===== src/rtl/vigna_clint_pkg.sv =====
// Shared definitions for the vigna core-local interruptor: register offsets,
// bus FSM states, reset values and the byte-strobe merge helper.
package vigna_clint_pkg;

    localparam logic [7:0] OFF_MSIP        = 8'h00;
    localparam logic [7:0] OFF_MTIMECMP_LO = 8'h08;
    localparam logic [7:0] OFF_MTIMECMP_HI = 8'h0C;
    localparam logic [7:0] OFF_MTIME_LO    = 8'h10;
    localparam logic [7:0] OFF_MTIME_HI    = 8'h14;
    localparam logic [7:0] OFF_PRESCALE    = 8'h18;

    localparam logic [63:0] MTIMECMP_RST = 64'hFFFF_FFFF_FFFF_FFFF;

    typedef enum logic [1:0] {
        BUS_IDLE  = 2'd0,
        BUS_ACK   = 2'd1,
        BUS_DRAIN = 2'd2
    } bus_state_t;

    // Bytes without a strobe keep their previous contents.
    function automatic logic [31:0] apply_wstrb(input logic [31:0] old_val,
                                                input logic [31:0] wdata,
                                                input logic [3:0]  wstrb);
        logic [31:0] result;
        result = old_val;
        for (int i = 0; i < 4; i++) begin
            if (wstrb[i]) result[8*i +: 8] = wdata[8*i +: 8];
        end
        return result;
    endfunction

endpackage


===== src/rtl/vigna_clint_timer.sv =====
// Prescaled 64-bit mtime counter, mtimecmp register and the registered
// timer interrupt comparison.
module vigna_clint_timer
    import vigna_clint_pkg::*;
#(
    parameter int PRESCALE_W = 16
) (
    input  logic                  clk,
    input  logic                  reset,
    input  logic                  mtime_lo_we,
    input  logic                  mtime_hi_we,
    input  logic                  mtimecmp_lo_we,
    input  logic                  mtimecmp_hi_we,
    input  logic                  prescale_we,
    input  logic [31:0]           wdata,
    input  logic [3:0]            wstrb,
    output logic [63:0]           mtime,
    output logic [63:0]           mtimecmp,
    output logic [PRESCALE_W-1:0] prescale,
    output logic                  timer_irq
);

    logic [PRESCALE_W-1:0] presc_cnt;
    logic [31:0]           prescale_word;
    logic [31:0]           prescale_new;
    logic                  tick;

    always_comb begin
        prescale_word                   = '0;
        prescale_word[PRESCALE_W-1:0]   = prescale;
        prescale_new                    = apply_wstrb(prescale_word, wdata, wstrb);
    end

    assign tick = (presc_cnt == prescale) && !prescale_we;

    always_ff @(posedge clk or posedge reset) begin
        if (reset) begin
            prescale  <= '0;
            presc_cnt <= '0;
        end else if (prescale_we) begin
            prescale  <= prescale_new[PRESCALE_W-1:0];
            presc_cnt <= '0;
        end else if (tick) begin
            presc_cnt <= '0;
        end else begin
            presc_cnt <= presc_cnt + 1'b1;
        end
    end

    // A bus write to either half of mtime takes priority and drops that cycle's tick.
    always_ff @(posedge clk or posedge reset) begin
        if (reset) begin
            mtime <= '0;
        end else if (mtime_lo_we) begin
            mtime[31:0] <= apply_wstrb(mtime[31:0], wdata, wstrb);
        end else if (mtime_hi_we) begin
            mtime[63:32] <= apply_wstrb(mtime[63:32], wdata, wstrb);
        end else if (tick) begin
            mtime <= mtime + 64'd1;
        end
    end

    always_ff @(posedge clk or posedge reset) begin
        if (reset) begin
            mtimecmp <= MTIMECMP_RST;
        end else if (mtimecmp_lo_we) begin
            mtimecmp[31:0] <= apply_wstrb(mtimecmp[31:0], wdata, wstrb);
        end else if (mtimecmp_hi_we) begin
            mtimecmp[63:32] <= apply_wstrb(mtimecmp[63:32], wdata, wstrb);
        end
    end

    always_ff @(posedge clk or posedge reset) begin
        if (reset) timer_irq <= 1'b0;
        else       timer_irq <= (mtime >= mtimecmp);
    end

endmodule


===== src/rtl/vigna_clint.sv =====
// Core-local interruptor top: data-bus slave FSM, register decode, MSIP,
// atomic mtime high-half shadow and the external interrupt synchroniser.
module vigna_clint
    import vigna_clint_pkg::*;
#(
    parameter logic [31:0] BASE_ADDR  = 32'h0200_0000,
    parameter int          PRESCALE_W = 16
) (
    input  logic        clk,
    input  logic        reset,
    input  logic        bus_valid,
    output logic        bus_ready,
    input  logic [31:0] bus_addr,
    input  logic [31:0] bus_wdata,
    input  logic [3:0]  bus_wstrb,
    output logic [31:0] bus_rdata,
    input  logic        ext_irq_in,
    output logic        ext_irq,
    output logic        timer_irq,
    output logic        soft_irq
);

    bus_state_t            state, next_state;
    logic                  in_window;
    logic                  access;
    logic                  is_write;
    logic [5:0]            word_sel;
    logic [31:0]           read_data;
    logic [31:0]           hi_shadow;
    logic                  ext_sync1;
    logic [63:0]           mtime;
    logic [63:0]           mtimecmp;
    logic [PRESCALE_W-1:0] prescale;
    logic                  we_mtime_lo, we_mtime_hi, we_cmp_lo, we_cmp_hi, we_prescale;
    logic                  unused_addr_bits;

    assign unused_addr_bits = ^bus_addr[1:0];

    assign in_window = (bus_addr[31:8] == BASE_ADDR[31:8]);
    assign access    = (state == BUS_IDLE) && bus_valid && in_window;
    assign is_write  = |bus_wstrb;
    assign word_sel  = bus_addr[7:2];

    always_comb begin
        we_mtime_lo = 1'b0;
        we_mtime_hi = 1'b0;
        we_cmp_lo   = 1'b0;
        we_cmp_hi   = 1'b0;
        we_prescale = 1'b0;
        if (access && is_write) begin
            we_mtime_lo = (word_sel == OFF_MTIME_LO[7:2]);
            we_mtime_hi = (word_sel == OFF_MTIME_HI[7:2]);
            we_cmp_lo   = (word_sel == OFF_MTIMECMP_LO[7:2]);
            we_cmp_hi   = (word_sel == OFF_MTIMECMP_HI[7:2]);
            we_prescale = (word_sel == OFF_PRESCALE[7:2]);
        end
    end

    always_comb begin
        read_data = '0;
        case (word_sel)
            OFF_MSIP[7:2]:        read_data = {31'b0, soft_irq};
            OFF_MTIMECMP_LO[7:2]: read_data = mtimecmp[31:0];
            OFF_MTIMECMP_HI[7:2]: read_data = mtimecmp[63:32];
            OFF_MTIME_LO[7:2]:    read_data = mtime[31:0];
            OFF_MTIME_HI[7:2]:    read_data = hi_shadow;
            OFF_PRESCALE[7:2]:    read_data[PRESCALE_W-1:0] = prescale;
            default:              read_data = '0;
        endcase
    end

    always_comb begin
        next_state = state;
        case (state)
            BUS_IDLE:  if (bus_valid && in_window) next_state = BUS_ACK;
            BUS_ACK:   next_state = BUS_DRAIN;
            BUS_DRAIN: if (!bus_valid) next_state = BUS_IDLE;
            default:   next_state = BUS_IDLE;
        endcase
    end

    // bus_ready is registered off ACK so it rises two edges after the request is raised.
    always_ff @(posedge clk or posedge reset) begin
        if (reset) begin
            state     <= BUS_IDLE;
            bus_ready <= 1'b0;
            bus_rdata <= '0;
        end else begin
            state     <= next_state;
            bus_ready <= (state == BUS_ACK);
            if (access) bus_rdata <= is_write ? 32'h0 : read_data;
        end
    end

    // soft_irq is the MSIP bit itself; a low-half mtime read snapshots the high half.
    always_ff @(posedge clk or posedge reset) begin
        if (reset) begin
            soft_irq  <= 1'b0;
            hi_shadow <= '0;
        end else if (access) begin
            if (is_write && word_sel == OFF_MSIP[7:2] && bus_wstrb[0])
                soft_irq <= bus_wdata[0];
            if (!is_write && word_sel == OFF_MTIME_LO[7:2])
                hi_shadow <= mtime[63:32];
        end
    end

    always_ff @(posedge clk or posedge reset) begin
        if (reset) begin
            ext_sync1 <= 1'b0;
            ext_irq   <= 1'b0;
        end else begin
            ext_sync1 <= ext_irq_in;
            ext_irq   <= ext_sync1;
        end
    end

    vigna_clint_timer #(
        .PRESCALE_W(PRESCALE_W)
    ) u_timer (
        .clk           (clk),
        .reset         (reset),
        .mtime_lo_we   (we_mtime_lo),
        .mtime_hi_we   (we_mtime_hi),
        .mtimecmp_lo_we(we_cmp_lo),
        .mtimecmp_hi_we(we_cmp_hi),
        .prescale_we   (we_prescale),
        .wdata         (bus_wdata),
        .wstrb         (bus_wstrb),
        .mtime         (mtime),
        .mtimecmp      (mtimecmp),
        .prescale      (prescale),
        .timer_irq     (timer_irq)
    );

endmodule

===== config.mk =====
export PLATFORM = sky130hd
export DESIGN_NAME = vigna_clint
export DESIGN_NICKNAME = d
export VERILOG_FILES = /design/src/rtl/vigna_clint_pkg.sv /design/src/rtl/vigna_clint_timer.sv /design/src/rtl/vigna_clint.sv
export SDC_FILE = /design/constraint.sdc
export NUM_CORES = 1
export LEC_CHECK = 0
export BUFFER_PORTS_ARGS = -buffer_cell sky130_fd_sc_hd__clkbuf_2
export CORE_MARGIN = 5
export CORE_UTILIZATION = 40
export CTS_CLUSTER_DIAMETER = 120
export CTS_CLUSTER_SIZE = 28
export DETAILED_ROUTE_END_ITERATION = 7
export MAX_ROUTING_LAYER = met4
export PLACE_DENSITY = 0.6
export SETUP_SLACK_MARGIN = 0.15
export SLEW_MARGIN = 20
export SYNTH_ARGS = -nofsm -noshare
export SYNTH_HDL_FRONTEND = slang
export SYNTH_SLANG_ARGS = --single-unit

===== constraint.sdc =====
create_clock -name clk -period 16.5 [get_ports clk]
set_clock_uncertainty 0.15 [all_clocks]
set_input_delay 2.475 -clock clk [delete_from_list [all_inputs] [get_ports clk]]
set_output_delay 2.475 -clock clk [all_outputs]
set_load 0.1 [all_outputs]

; ---- Yosys cells after proc, flatten, opt, wreduce, memory -nomap -nowiden
; Cells that the tools add are included.
[word_totals]
register_bits = 231
out_inout_bits = 36
input_bits = 72
[op_classes]
n_lt_le_gt_ge = 1
add_sub_neg = 2
n_reduce_logical = 36
bitwise = 2
n_eq_ne = 20
muxes = 21
[ops]
columns = operator, n
row1 = 2-to-1 mux 32 bit, 4
row2 = one-hot mux 16 bit (6 select lines), 1
row3 = adder 64 x 1 -> 64 bit (second input constant), 1
row4 = greater-or-equal comparator 64 bit, 1
row5 = 2-to-1 mux 64 bit, 1
row6 = one-hot mux 16 bit (4 select lines), 1
row7 = AND reduction 3 bit, 12
row8 = 2-to-1 mux 16 bit, 2
row9 = 2-to-1 mux 8 bit, 4
row10 = == test 24 x 18 -> 1 bit (second input constant), 1
row11 = == test 6 x 3 -> 1 bit (second input constant), 3
row12 = != test 2 bit (second input constant), 9
row13 = AND reduction 2 bit, 9
row14 = adder 16 x 1 -> 16 bit (second input constant), 1
row15 = == test 16 bit, 1
row16 = == test 6 x 2 -> 1 bit (second input constant), 2
row17 = logical AND 1 bit, 8
row18 = zero test 6 bit, 1
row19 = one-hot mux 2 bit (3 select lines), 1
row20 = 2-to-1 mux 1 bit, 5
row21 = 2-to-1 mux 2 bit, 2
row22 = != test 2 x 1 -> 1 bit (second input constant), 2
row23 = nonzero test 2 bit, 2
row24 = OR reduction 4 bit, 1
row25 = 5 further kinds, 7

; ---- Longest topological paths before layout
; Gate-level depths: netlist of the first run.
[depth]
ltp_word = 10
ltp_mapped = 10
ltp_nobuf = 9

; ---- Cells and area by module
; From an unflattened synthesis of the first run, not the netlist that was laid out.
[unflattened]
hier_cells = 1437
area_unflattened_um2 = 14192.4
[by_module_without_submodules]
columns = mod, area_per_inst_um2, instances, seq_area_each_um2, cells_per_inst
row1 = vigna_clint_timer, 10028.4, 1, 4108.9, 1074
row2 = vigna_clint, 4164.0, 1, 1751.7, 363

; ---- Worst setup path after synthesis of the first run
; No wires, ideal clock.
[synth_path]
path_kind = input port to flip-flop
startpoint = in bus_wstrb[1]
endpoint = reg u_timer.mtime[57]
path_stages = 7
t_arrival_ps = 4441
n_path_buf = 1
slack_ps = 11787
cell_sequence = clkbuf_1 or4_1 nand3_1 o21ai_2 or4_1 or3_1 o221a_2
[synth_between]
elab_chain_cells = 7
[synth_lines]
columns = element, line_no
row1 = start: declaration, vigna_clint.sv:15  ; input logic [3:0] bus_wstrb,
row2 = OR reduction 4 bit *, vigna_clint.sv:41  ; assign is_write = |bus_wstrb;
row3 = logical AND 1 bit *, vigna_clint.sv:50  ; if (access && is_write) begin
row4 = 2-to-1 mux 1 bit, vigna_clint.sv:50
row5 = zero test 1 bit, vigna_clint_timer.sv:34  ; assign tick = (presc_cnt == prescale) && !prescale_we;
row6 = logical AND 1 bit, vigna_clint_timer.sv:34
row7 = nonzero test 2 bit (no line), --
row8 = AND reduction 3 bit (no line), --
row9 = end signal: assignment, vigna_clint_timer.sv:57  ; mtime[63:32] <= apply_wstrb(mtime[63:32], wdata, wstrb);
row10 = end signal: assignment, vigna_clint_timer.sv:59  ; mtime <= mtime + 64'd1;
row11 = end: declaration, vigna_clint_timer.sv:17  ; output logic [63:0] mtime,
; Every way passes the cells marked *; elsewhere a longest branch is shown, timed or not.
; A chain may end at the register's enable or synchronous reset.

; ---- Worst setup path in the final report of the first run
[layout_path]
startpoint = in bus_addr[5]
endpoint = reg u_timer.mtime[9]
[layout_between]
elab_chain_cells = 6
[layout_lines]
columns = element, line_no
row1 = start: declaration, vigna_clint.sv:13  ; input logic [31:0] bus_addr,
row2 = == test 6 x 3 -> 1 bit, vigna_clint.sv:55  ; we_prescale = (word_sel == OFF_PRESCALE[7:2]);
row3 = 2-to-1 mux 1 bit, vigna_clint.sv:50
row4 = zero test 1 bit, vigna_clint_timer.sv:34
row5 = logical AND 1 bit, vigna_clint_timer.sv:34
row6 = nonzero test 2 bit (no line), --
row7 = AND reduction 3 bit (no line), --
row8 = end signal: assignment, vigna_clint_timer.sv:55  ; mtime[31:0] <= apply_wstrb(mtime[31:0], wdata, wstrb);
row9 = end signal: assignment, vigna_clint_timer.sv:59
; Parallel ways exist; a longest one is shown, timed or not.

==> results.toml, run 1 <==
[clock_network]
root_buffer = "clkbuf_16"
numClockSinks = 231
cts_buffers = 12
cts_resized = 0
clock_path_buffers = 3
cts_max_level = 1
clkSlewWorstSetupHoldPaths_ns = 0.11
cts_tree = "yes"
cts_setup_buffers = 0
cts_hold_buf = 0
insertion_delay_ns = 0.50

[route]
detail_route.wl_per_cell_um = 20.23
postRouteAntennaNets = 0
drt_wl_total_um = 38430
drt_iter0_drc = 959
dr.pass1.iters = 6
drc = 0
avgViaCountPerCell = 5.692
vias = 10814

[global_route]
grt.total_usage_pct = 21.70
grt_pass1_vias = 10708
grt_max_degree = 96
grt_pass1_wl_um = 61310
gr-total-overflow = 0
antenna_found_initial = 1

[placed_design]
gp_congestion = 0.8499
dp_cells = 1879
hpwl_um = 27700
portBuffers = 105
placed_area_um2 = 13890
place_ws_ns = 10.82

[timing]
hold_viol = 0
slew_headroom_pct = 28.28
finalWorstSetupSlack_ns = 11.22
post-route-min-period_ns = 5.278
timing.final.crit_share_pct = 31.99
report.final.setup_viol = 0
fin_tns_setup_ns = 0
fmax_ghz = 0.1895
rsz0062_at_grt = "no"
whs_ns = 0.2091
worstMarginPinSlew_ns = 1.076
slew_viol_final = 0

[die]
fp.dieW_um = 190.1
num_io_pins = 108
core_um2 = 32290
die_area_um2 = 36150
die_h_um = 190.1
initial_core_util_pct = 40.20
rows = 66

[final_layout]
filler_cell_count = 3127
nNetsFinal = 1589
seqCellArea_um2 = 5861
design_area_um2 = 14270
drive_above_1_share_pct = 19.01
final_common_cell = "nand2_1"
finalNonFillerCells = 1900
multi_input_area_um2 = 6525
mostFrequentLayoutCells = "nand2_1, dfrtp_1, o21ai_0"
syn_to_final_growth_pct = 9.967

[worst_hold_path]
hold_class = "flip-flop to flip-flop"

[worst_setup_path]
critical_path_arrival_ns = 5.54
crit_fanout = 19
path_class = "input port to flip-flop"
crit_path_start_kind = "input port"
crit_path_end_kind = "flip-flop"
critPathRequiredTime_ns = 16.76

[synthesis]
syn_area_um2 = 12980
synth-main-ff-cell = "dfrtp_1"
synth_seq_area_share_pct = 45.15
synth_top_cell_by_area = "dfrtp_1"
ys_async_sr_fraction_pct = 100.0
netlist_instances = 1390
syn_area_per_cell_um2 = 9.338
synth-edff-count = 0
synth.area.top_cells = "dfrtp_1, dfstp_2, ha_1"
ys_ff_latch = 231
synth.top_cell.area_share_pct = 32.20
yosysUniqueCellTypes = 71
ys_warn_count = 0
synth_fp_nets = 1528

[pwr]
comb_power_share_pct = 4.1
irDropWorstVdd_v = 0.00005888
p_clk_share_pct = 36.7
leakage_nw = 7.096
netSwitchingFraction_pct = 23.70
pwr_density_cell_nw_per_um2 = 67.18
seqPwrFrac_pct = 59.2
p_sw_mw = 0.2273
internal-power_mw = 0.7316

[flow_run]
maxCapViolations = 0

[run_status]
status = "finished clean"
[through the flow]
stage / power, mW / util, %
after floorplan: 0.5948 / -
after global placement: 0.6183 / 43.02
after detailed placement: 0.6185 / 43.02
after CTS: 0.9733 / 44.20
after global routing: 0.9945 / 44.21
final: 0.9588 / 44.21
[registers in the layout, summed over array words and instances (netlist names)]
name               cells
state                  2
ext_irq                1
u_timer.timer_irq      1
u_timer.presc_cnt     16
ext_sync1              1
u_timer.mtimecmp      64
u_timer.prescale      16
u_timer.mtime         64
soft_irq               1
bus_rdata             32
bus_ready              1
hi_shadow             32
[critical path, cell delays in order]
cell	delay, ns
clkbuf_2	0.08
or3_1	0.51
nor4b_4	0.29
buf_4	0.31
and4_1	0.81
nand2_1	0.32
nand2_1	0.41
a21oi_1	0.12
a211oi_1	0.20
[routing by layer]
layer  global-route usage, %  wire [um]  part of all wire (%)  up-vias
met3                   2.569       2085                   5.4       49
met5                       -          0                     0        -
met1                   30.77      17900                    47     5253
met4                   4.448        656                   1.7        0
li1                        -          -                     -     5168
met2                   33.98      17790                    46      344
[final cells by class]
type,count,area share [%]
Tap cell,442,3.874
Clock buffer,18,2.481
Timing Repair Buffer,120,4.471
Antenna cell,1,0.01753
Sequential cell,231,41.06
Clock inverter,2,0.1753
Inverter,82,2.209
Multi-Input combinational cell,1004,45.71
[Yosys cell counts, drive strengths merged (30+ instances only)]
| master | number |
|---|---|
| nor2 | 67 |
| nor3 | 37 |
| nand3 | 43 |
| dfstp | 64 |
| nand2 | 196 |
| ha | 66 |
| a22o | 31 |
| dfrtp | 167 |
| nand4 | 30 |
| inv | 82 |
| o21ai | 133 |
| clkbuf | 54 |
| mux2 | 50 |
| a21oi | 91 |
[power groups by stage]
stage          clock network, mW  registers [mW]  logic [mW]
2_1_floorplan                  0           0.579      0.0161
3_3_place_gp                   0           0.578      0.0404
3_5_place_dp                   0           0.578      0.0406
4_1_cts                    0.365           0.568      0.0407
5_1_grt                    0.383           0.568      0.0439
6_report                   0.352           0.568      0.0394
[logic make-up after synthesis]
logic type,Yosys count,share of synthesized area [%]
buffers and inverters,155,4.762
and+or+nand+nor,466,17.51
AOI/OAI and AO/OA,375,18.56
DFF,231,45.15
muxes,66,5.572
adders and majority gates,66,6.362
xor gates and xnor gates,31,2.092
[path summary, 6_finish.rpt]
check / start / to / slack [ns] / cells past startpoint
worst min register to register: ext_sync1$_DFF_PP0_ / ext_irq$_DFF_PP0_ / 0.21 / 0
min in group asynchronous: reset / bus_rdata[4]$_DFFE_PP0P_ / 1.92 / 2
worst max-delay path: bus_addr[5] / u_timer.mtime[9]$_DFFE_PP0P_ / 11.22 / 9
worst max register to register: u_timer.mtime[15]$_DFFE_PP0P_ / u_timer.mtime[62]$_DFFE_PP0P_ / 12.80 / 7
max in group asynchronous: reset / hi_shadow[16]$_DFFE_PP0P_ / 12.75 / 3
worst min-delay path: ext_sync1$_DFF_PP0_ / ext_irq$_DFF_PP0_ / 0.21 / 0
(Power assumes the default switching activity.)
==> inputs of run 2 (changes only) <==
clock period = 5.1 ns   (was 16.5 ns; I/O delays follow)
==> results.toml, run 2 (synthesis results as in run 1) <==
[run_status]
status = "finished clean"

[worst_setup_path]
cpPeakStageDelay_ns = 0.62
cp.depth = 9
critPathRequiredTime_ns = 5.32
path_class = "flip-flop to flip-flop"
cpMaxStageDelayCell = "inv_1"
crit_buf_inv = 3
rr_startpoint = "state[0]$_DFFE_PP0P_"
startpoint = "state[0]$_DFFE_PP0P_"
crit_fanout = 33
crit_path_end_kind = "flip-flop"
crit_path_start_kind = "flip-flop"
critical_path_arrival_ns = 3.88
worst-r2r-cell-count = 9
path_cells = "nor4b_1, and4_1, nand2_1, buf_4, inv_1, nand2_1, nor3_2, buf_4, mux2_2"
critPathTopFamily = "buffers and inverters"

[die]
core_um2 = 32290
die_h_um = 190.1
rows = 66
num_io_pins = 108
die_area_um2 = 36150
fp.dieW_um = 190.1
initial_core_util_pct = 40.20

[global_route]
antenna_found_initial = 2
grt_max_degree = 120
grt.total_usage_pct = 21.60
grt_pass1_vias = 10689
gr-total-overflow = 0
grt_pass1_wl_um = 60890

[final_layout]
multi_input_area_um2 = 6525
drive_above_1_share_pct = 19.23
filler_cell_count = 3166
finalNonFillerCells = 1904
reg_top3 = "u_timer.mtime x64, u_timer.mtimecmp x64"
nNetsFinal = 1593
syn_to_final_growth_pct = 10.39
final_common_cell = "nand2_1"
mostFrequentLayoutCells = "nand2_1, dfrtp_1, o21ai_0"
seqCellArea_um2 = 5861

[timing]
whs_ns = 0.2100
fin_tns_setup_ns = 0
hold_viol = 0
slew_viol_final = 0
worstMarginPinSlew_ns = 0.9937
fmax_ghz = 0.2733
timing.final.crit_share_pct = 71.75
slew_headroom_pct = 33.25
report.final.setup_viol = 0
post-route-min-period_ns = 3.659
rsz0062_at_grt = "no"

[placed_design]
portBuffers = 105
gp_congestion = 0.8818
hpwl_um = 27490
dp_cells = 1883

[route]
drt_wl_total_um = 38200
drt_iter0_drc = 985
postRouteAntennaNets = 0
drc = 0
vias = 10849
avgViaCountPerCell = 5.698
dr.pass1.iters = 6
detail_route.wl_per_cell_um = 20.06

[pwr]
irDropWorstVdd_v = 0.0001702
pwr_density_cell_nw_per_um2 = 216.4
leakage_nw = 7.120
total_power_mw = 3.101

[clock_network]
cts_resized = 0
clkSlewWorstSetupHoldPaths_ns = 0.11
cts_buffers = 12
cts_hold_buf = 0
insertion_delay_ns = 0.50
clock_path_buffers = 3
cts_max_level = 1
root_buffer = "clkbuf_16"
numClockSinks = 231
cts_setup_buffers = 0
cts_tree = "yes"

[flow_run]
maxCapViolations = 0

[worst_hold_path]
min-delay-start = "ext_sync1$_DFF_PP0_"
hold_class = "flip-flop to flip-flop"
min_path_cells = 0
==> run 2: changes by cell type in the layout (fill, tap and decap cells not counted) <==
cell / before / now
buf_12: 0 / 3
inv_8: 1 / 0
inv_6: 1 / 0
clkbuf_8: 1 / 0
clkinv_2: 0 / 1
clkinvlp_4: 0 / 1
clkinv_4: 0 / 1
buf_4: 15 / 16
==> run 2: power breakdown <==
group / switching [mW] / internal [mW]
clock network: 0.650 / 0.485
logic: 0.0953 / 0.0348
registers: 0.00132 / 1.84
total: 0.747 / 2.35
==> run 2: worst register-to-register path, stage by stage (launching register included) <==
cell,delay (ns)
dfrtp_1,0.40
nor4b_1,0.33
and4_1,0.34
nand2_1,0.07
buf_4,0.30
inv_1,0.62
nand2_1,0.27
nor3_2,0.16
buf_4,0.48
mux2_2,0.42
==> run 2: cell type report <==
cell class	count	share of cell area, %
Timing Repair Buffer	124	4.925
Multi-Input combinational cell	1004	45.54
Clock buffer	17	2.375
Sequential cell	231	40.90
Antenna cell	1	0.01746
Clock inverter	3	0.2096
Tap cell	442	3.860
Inverter	82	2.174
==> run 2: worst paths after layout <==
check	to	slack, ns
max	hi_shadow[13]$_DFFE_PP0P_	1.44
min	ext_irq$_DFF_PP0_	0.21
max reg2reg	hi_shadow[13]$_DFFE_PP0P_	1.44
min reg2reg	ext_irq$_DFF_PP0_	0.21
max in group asynchronous	u_timer.mtime[16]$_DFFE_PP0P_	3.97
min in group asynchronous	u_timer.prescale[2]$_DFFE_PP0P_	0.29
==> run 2: metal layers <==
| metal | GRT usage (%) | vias up | wire [um] |
|---|---|---|---|
| li1 | - | 5187 | - |
| met5 | - | - | 0 |
| met3 | 2.532 | 46 | 2090 |
| met1 | 30.29 | 5293 | 17870 |
| met4 | 5.221 | 0 | 792 |
| met2 | 33.87 | 323 | 17440 |
==> run 2: per-stage QoR <==
step	setup slack (ns)	area, um2	util, %
6_report	1.441	14330	44.38
5_1_grt	1.235	14330	44.38
4_1_cts	1.450	14330	44.37
3_5_place_dp	0.9484	13960	43.22
3_3_place_gp	0.9148	13960	43.22
2_1_floorplan	1.215	12980	-
